## src/rtl/router_req_arbiter.sv

```systemverilog
// Round-robin arbiter sharing one router transaction engine among N_DEV devices.
// Grants one requester at a time, relays its response, and aborts on cancel or timeout.
module router_req_arbiter #(
  parameter int N_DEV       = 4,
  parameter int TIMEOUT_CYC = 64,
  parameter int IDX_W       = $clog2(N_DEV)
) (
  input  logic             clk,
  input  logic             reset,
  input  logic [N_DEV-1:0] i_dev_req,
  output logic [N_DEV-1:0] o_dev_grant,
  output logic [N_DEV-1:0] o_dev_resp,
  output logic             o_rtr_req,
  input  logic             i_rtr_resp,
  output logic             o_busy,
  output logic             o_timeout_evt,
  output logic [IDX_W-1:0] o_timeout_dev
);

  localparam int               TMR_W    = $clog2(TIMEOUT_CYC);
  localparam logic [TMR_W-1:0] TMR_LAST = TMR_W'(TIMEOUT_CYC - 1);
  localparam logic [IDX_W-1:0] IDX_LAST = IDX_W'(N_DEV - 1);

  typedef enum logic [1:0] {
    S_IDLE,
    S_ACTIVE,
    S_RELEASE
  } state_t;

  state_t             r_state, w_state_next;
  logic [IDX_W-1:0]   r_owner, w_owner_next;
  logic [IDX_W-1:0]   r_rr_ptr, w_rr_ptr_next;
  logic [TMR_W-1:0]   r_timer, w_timer_next;
  logic [N_DEV-1:0]   r_grant, w_grant_next;
  logic [N_DEV-1:0]   r_resp, w_resp_next;
  logic               r_rtr_req, w_rtr_req_next;
  logic               r_busy, w_busy_next;
  logic               r_tevt, w_tevt_next;
  logic [IDX_W-1:0]   r_tdev, w_tdev_next;

  logic               w_any;
  logic [IDX_W-1:0]   w_sel;
  logic [IDX_W-1:0]   w_cand;
  logic [N_DEV-1:0]   w_sel_oh;
  logic [N_DEV-1:0]   w_owner_oh;
  logic               w_owner_req;
  logic               w_done;

  function automatic logic [IDX_W-1:0] wrap_inc(input logic [IDX_W-1:0] idx);
    return (idx == IDX_LAST) ? '0 : idx + 1'b1;
  endfunction

  generate
    for (genvar gi = 0; gi < N_DEV; gi++) begin : g_onehot
      assign w_sel_oh[gi]   = (w_sel == IDX_W'(gi));
      assign w_owner_oh[gi] = (r_owner == IDX_W'(gi));
    end
  endgenerate

  assign w_owner_req = |(i_dev_req & w_owner_oh);

  // First asserted request at or after rr_ptr, wrapping modulo N_DEV.
  always_comb begin
    w_any  = 1'b0;
    w_sel  = r_rr_ptr;
    w_cand = r_rr_ptr;
    for (int k = 0; k < N_DEV; k++) begin
      if (!w_any && i_dev_req[w_cand]) begin
        w_any = 1'b1;
        w_sel = w_cand;
      end
      w_cand = wrap_inc(w_cand);
    end
  end

  always_comb begin
    w_state_next   = r_state;
    w_owner_next   = r_owner;
    w_rr_ptr_next  = r_rr_ptr;
    w_timer_next   = r_timer;
    w_grant_next   = r_grant;
    w_resp_next    = '0;
    w_rtr_req_next = r_rtr_req;
    w_busy_next    = r_busy;
    w_tevt_next    = 1'b0;
    w_tdev_next    = r_tdev;
    w_done         = 1'b0;
    unique case (r_state)
      S_IDLE: begin
        if (w_any) begin
          w_state_next   = S_ACTIVE;
          w_owner_next   = w_sel;
          w_grant_next   = w_sel_oh;
          w_rtr_req_next = 1'b1;
          w_busy_next    = 1'b1;
          w_timer_next   = '0;
        end
      end
      S_ACTIVE: begin
        w_timer_next = r_timer + 1'b1;
        // Cancel outranks response, which outranks timeout.
        if (!w_owner_req) begin
          w_done = 1'b1;
        end else if (i_rtr_resp) begin
          w_done      = 1'b1;
          w_resp_next = w_owner_oh;
        end else if (r_timer == TMR_LAST) begin
          w_done      = 1'b1;
          w_tevt_next = 1'b1;
          w_tdev_next = r_owner;
        end
        if (w_done) begin
          w_state_next   = S_RELEASE;
          w_grant_next   = '0;
          w_rtr_req_next = 1'b0;
        end
      end
      S_RELEASE: begin
        w_state_next  = S_IDLE;
        w_rr_ptr_next = wrap_inc(r_owner);
        w_busy_next   = 1'b0;
      end
      default: begin
        w_state_next = S_IDLE;
      end
    endcase
  end

  always_ff @(posedge clk) begin
    if (reset) begin
      r_state   <= S_IDLE;
      r_owner   <= '0;
      r_rr_ptr  <= '0;
      r_timer   <= '0;
      r_grant   <= '0;
      r_resp    <= '0;
      r_rtr_req <= 1'b0;
      r_busy    <= 1'b0;
      r_tevt    <= 1'b0;
      r_tdev    <= '0;
    end else begin
      r_state   <= w_state_next;
      r_owner   <= w_owner_next;
      r_rr_ptr  <= w_rr_ptr_next;
      r_timer   <= w_timer_next;
      r_grant   <= w_grant_next;
      r_resp    <= w_resp_next;
      r_rtr_req <= w_rtr_req_next;
      r_busy    <= w_busy_next;
      r_tevt    <= w_tevt_next;
      r_tdev    <= w_tdev_next;
    end
  end

  assign o_dev_grant   = r_grant;
  assign o_dev_resp    = r_resp;
  assign o_rtr_req     = r_rtr_req;
  assign o_busy        = r_busy;
  assign o_timeout_evt = r_tevt;
  assign o_timeout_dev = r_tdev;

endmodule

```

## config.mk

```make
export PLATFORM = sky130hd
export DESIGN_NAME = router_req_arbiter
export DESIGN_NICKNAME = d
export VERILOG_FILES = /design/src/rtl/router_req_arbiter.sv
export SDC_FILE = /design/constraint.sdc
export NUM_CORES = 1
export LEC_CHECK = 0
export BUFFER_PORTS_ARGS = -buffer_cell sky130_fd_sc_hd__buf_2
export CORE_MARGIN = 8
export CORE_UTILIZATION = 61
export DETAILED_ROUTE_END_ITERATION = 10
export GPL_TIMING_DRIVEN = 0
export PLACE_DENSITY = 0.84
export SYNTH_ARGS = -nofsm -noshare
export SYNTH_HDL_FRONTEND = slang
export SYNTH_SLANG_ARGS = --single-unit
```

## constraint.sdc

```tcl
create_clock -name clk -period 8 [get_ports clk]
set_clock_uncertainty 0.2 [all_clocks]
set_input_delay 1.6 -clock clk [delete_from_list [all_inputs] [get_ports clk]]
set_output_delay 1.6 -clock clk [all_outputs]
set_load 0.02 [all_outputs]
```

# == Word level (Yosys, flattened, before mapping) ==
# Cells that the tools add are included.
# totals
reg_bits,25
out_inout_bits,13
wordCells,92
# classes
addsub,5
n_lt_le_gt_ge,4
eq_ne,14
n_mux,35
bitwise,4
n_reduce_logical,20
# ops
op,count
$mux W2,9
$eq A2 B2 Y1 const B,8
$mux W1,14
$lt A2 B3 Y1 const B,4
$pmux W6 S2,1
$reduce_or A4 Y1,3
$add A2 B1 Y2 const B,4
$bmux W1 S2,4
$mux W4,2
$pmux W4 S2,1
$reduce_and A2 Y1,4
$add A6 B1 Y6 const B,1
$eq A2 B1 Y1 const B,3
$eq A6 B6 Y1 const B,1
$logic_not A2 Y1,3
$mux W6,1
$and A4 B4 Y4,1
$ne A2 B2 Y1 const B,2
$pmux W1 S2,2
$pmux W2 S2,1
$reduce_and A4 Y1,1
$reduce_bool A2 Y1,2
$logic_and A1 B1 Y1,3
$logic_not A1 Y1,3
2 further kinds,4

# == Longest topological paths before layout ==
# depth
ltp_word,15
depth_mapped,10
mapped_depth_nobuf,8

# == Worst setup path after synthesis ==
# OpenSTA, ideal clock, no wires.
# synth_timing
kind,input port to flip-flop
from,input i_dev_req[2]
to,register r_grant[2] (netlist: o_dev_grant[2])
setup_time_ns,0.070
t_arrival_ns,3.233
t_required_ns,7.730
path_slack_ns,4.497
cell_stages,5
path_cell_list,mux4_2 and3_1 or4_4 or3_1 o2bb2ai_1
# synth_via
elab_chain_len,15
elab_cells_between_ends,31
cone_classes,3 x eq/ne; 19 x mux; 1 x bitwise; 8 x reduce/logical
# synth_rtl
item,line,rtl
"start, declared",10,"input logic [N_DEV-1:0] i_dev_req,"
$bmux W1 S2,68,if (!w_any && i_dev_req[w_cand]) begin
$mux W1 (implied by the code),68,
$mux W1,68,
$logic_not A1 Y1,68,
$logic_and A1 B1 Y1,68,
$mux W1,68,
$logic_not A1 Y1,68,
$logic_and A1 B1 Y1,68,
$mux W1,68,
$logic_not A1 Y1,68,
$logic_and A1 B1 Y1,68,
$mux W2,68,
$eq A2 B2 Y1,55,assign w_sel_oh[gi] = (w_sel == IDX_W'(gi));
$mux W4,90,if (w_any) begin
$pmux W4 S2,88,unique case (r_state)
"end signal, assigned",146,r_grant <= w_grant_next;
"end, declared",34,"logic [N_DEV-1:0] r_grant, w_grant_next;"
# Several ways; a longest one is shown, not always the timed one. The select of a mux whose other input is x is not followed.
# A chain may end at the register's enable or synchronous reset.

# == Final worst setup path ==
# layout_timing
from,input i_dev_req[1]
to,register r_grant[3] (netlist: o_dev_grant[3])
# The elaborated chain is that of the path after synthesis.

==> results.cfg <==
[synthesis]
yosysTopAreaCellShare = 0.324
ys_ff_latch = 25
synth_most_common_cell = dfxtp_1
netlist_instances = 182
synthArstFlopShare = 0
synth.distinct_cells = 49
ys_warn_count = 0
synth_top_area_cell = dfxtp_1
seq_area_frac_synth = 0.324
synth_area_per_cell_um2 = 8.50
syn_area_mm2 = 0.00155
synth_flop_cell = dfxtp_1
synth_common_cells = dfxtp_1, nor2_1, a21oi_1
syn_nets = 195
synth_edf_count = 0
synth_area_leaders = dfxtp_1, ha_1, nor2_1

[status]
status = complete, no violations

[floorplanning]
start_util = 0.636
fp.dieArea_mm2 = 0.00440
die_w_um = 66.4
rows = 18
fp.dieH_um = 66.4
ios = 20
core-area_mm2 = 0.00243

[sta]
fin_crit_sh = 0.453
slew_headroom = 0.667
drv_slew = 0
worst_pin_slew_ps = 492
fin_crit_ps = 3630
setup_viol = 0
rsz0062_at_grt = no
finalHoldViolCount = 0
clock.fmax_ghz = 0.276
tns_ps = 0

[setup_path]
r2r_setup_slack_ps = 4970
rr_endpoint = o_dev_grant[3]
critPathLaunchType = input port
crit_path_max_fanout = 9
worstReg2RegStart = r_rr_ptr[1]
worstPathArrival_ps = 3690
end_kind = flop
path_class = in -> reg
critical_path_required_ps = 8060
r2r_cells = 7

[cts]
cts_made_buffers = 3
cts_sinks = 25
postCtsHoldBufs = 0
post_cts_buffers = 0
cts_buffer_depth = 2
h-tree-depth = 1
insertion_delay_ps = 310
cts_root_buf = clkbuf_4
cts_resized = 0
tritoncts = yes
clkTransAtPathRegs_ps = 130

[power]
p_sw_frac = 0.352
switchingPower_mw = 0.106
seqPwrFrac = 0.479
worst_ir_drop_vdd_mv = 0.102
p_leak_nw = 0.660
power.internal_mw = 0.195
p_comb_frac = 0.332
p_per_area_mw_per_mm2 = 176
pwr-share-clk = 0.189

[hold_path]
whs_endpoint = o_dev_grant[0]
min_from = o_dev_grant[0]
min_path_cells = 1
hp-class = reg -> reg

[placement]
finalWeightedCongestion = 0.941
hpwl_um = 2770
io_buffers = 19
place_inst = 231

[global_routing]
overflow = 0
grt_max_degree = 16
grt_pass1_vias = 1425
antenna_found_initial = 0
grt_pass1_wl_um = 6200
grt_usage = 0.172

[flow_run]
cap_viol_max_count = 0

[route]
vias_per_cell = 6.31
vias = 1484
postRouteAntennaNets = 0
firstDrtPassIters = 4
routedWlPerCell_um = 15.5
drt-total-wl_um = 3650
drt_iter0_markers = 146
drc_errors = 0

[cells_and_area]
nets = 219
insertedDiodeCount = 0
fin_util = 0.703
fin_cells = 235
area_growth_syn_to_layout_pct = 10.5
n_fill_cell = 197
drive_gt1_frac = 0.176
power groups by stage:
stage	Sequential, mW	Combinational, mW	Clock [mW]
after floorplan	0.150	0.0695	0
after global placement	0.146	0.0955	0
after detailed placement	0.147	0.0995	0
after CTS	0.144	0.0999	0.0570
after global routing	0.146	0.112	0.0611
final	0.144	0.100	0.0570
through the flow:
| step | power (mW) | hold slack, ps | area (um^2) | worst slack, ps |
|---|---|---|---|---|
| 2_1_floorplan | 0.220 | 262 | 1550 | 4500 |
| 3_3_place_gp | 0.242 | 244 | 1680 | 4170 |
| 3_5_place_dp | 0.247 | 248 | 1680 | 4090 |
| 4_1_cts | 0.301 | 282 | 1710 | 4410 |
| 5_1_grt | 0.319 | 306 | 1710 | 4240 |
| 6_report | 0.301 | 279 | 1710 | 4370 |
cells by family (layout without fill, tap and decap cells):
| kind of cell | after synthesis | count (layout) | synth area share |
|---|---|---|---|
| fa+ha+maj | 6 | 6 | 0.0485 |
| compound gates | 44 | 44 | 0.193 |
| xor+xnor | 1 | 1 | 0.00566 |
| simple gates | 78 | 78 | 0.284 |
| buf+inv | 16 | 39 | 0.0453 |
| flops | 25 | 25 | 0.324 |
| mux | 12 | 12 | 0.0995 |
worst max-delay path, cell delays in order:
cell and delay [ps]:
buf_2 150, mux4_1 570, or2_1 260, a311oi_1 430, nor2_1 150, a21oi_1 350, a22o_1 190
metal layers:
metal,share of wire,vias to the layer above,GRT usage
met5,0,-,0
met4,0.019,0,0.0800
met3,0.048,6,0.0136
met2,0.51,45,0.320
met1,0.42,707,0.190
li1,-,726,-
worst max path at each step:
stage               slack, ps    startpoint              to  depth (start not counted)
floorplan                4500  i_dev_req[2]  o_dev_grant[2]                          5
global placement         4170  i_dev_req[1]  o_dev_grant[3]                          7
detailed placement       4090  i_dev_req[1]  o_dev_grant[3]                          7
CTS                      4410  i_dev_req[1]  o_dev_grant[3]                          7
global route             4240  i_dev_req[1]  o_dev_grant[3]                          7
finish                   4370  i_dev_req[1]  o_dev_grant[3]                          7
cell type report:
type | count | area (um^2) | share of cell area
Clock buffer | 3 | 22.5 | 0.0132
Inverter | 4 | 15.0 | 0.00878
Timing Repair Buffer | 19 | 95.1 | 0.0556
Multi-Input combinational cell | 141 | 976 | 0.571
Sequential cell | 25 | 500 | 0.293
Buffer | 12 | 55.1 | 0.0322
Clock inverter | 1 | 7.51 | 0.00439
Tap cell | 30 | 37.5 | 0.0220
registers in the layout (all words and copies together), names as in the netlist:
| register | cells |
|---|---|
| r_timer | 6 |
| o_dev_resp | 4 |
| o_timeout_dev | 2 |
| o_timeout_evt | 1 |
| r_state | 2 |
| o_busy | 1 |
| o_dev_grant | 4 |
| r_rr_ptr | 2 |
| o_rtr_req | 1 |
| r_owner | 2 |
placed cells by master (no fill, tap or decap), drive strengths merged, types with 4 or more instances in the layout:
cell type	netlist	routed
mux2	4	4
or3	4	4
ha	6	6
and2	4	4
dfxtp	25	25
o211ai	4	4
inv	4	4
nand2	12	12
nor2b	5	5
a21oi	13	13
clkbuf	4	7
o21ai	7	7
nor3b	4	4
mux2i	6	6
nor2	20	20
nor3	5	5
buf	8	27
Note: power is estimated with default switching activity, not from simulation.
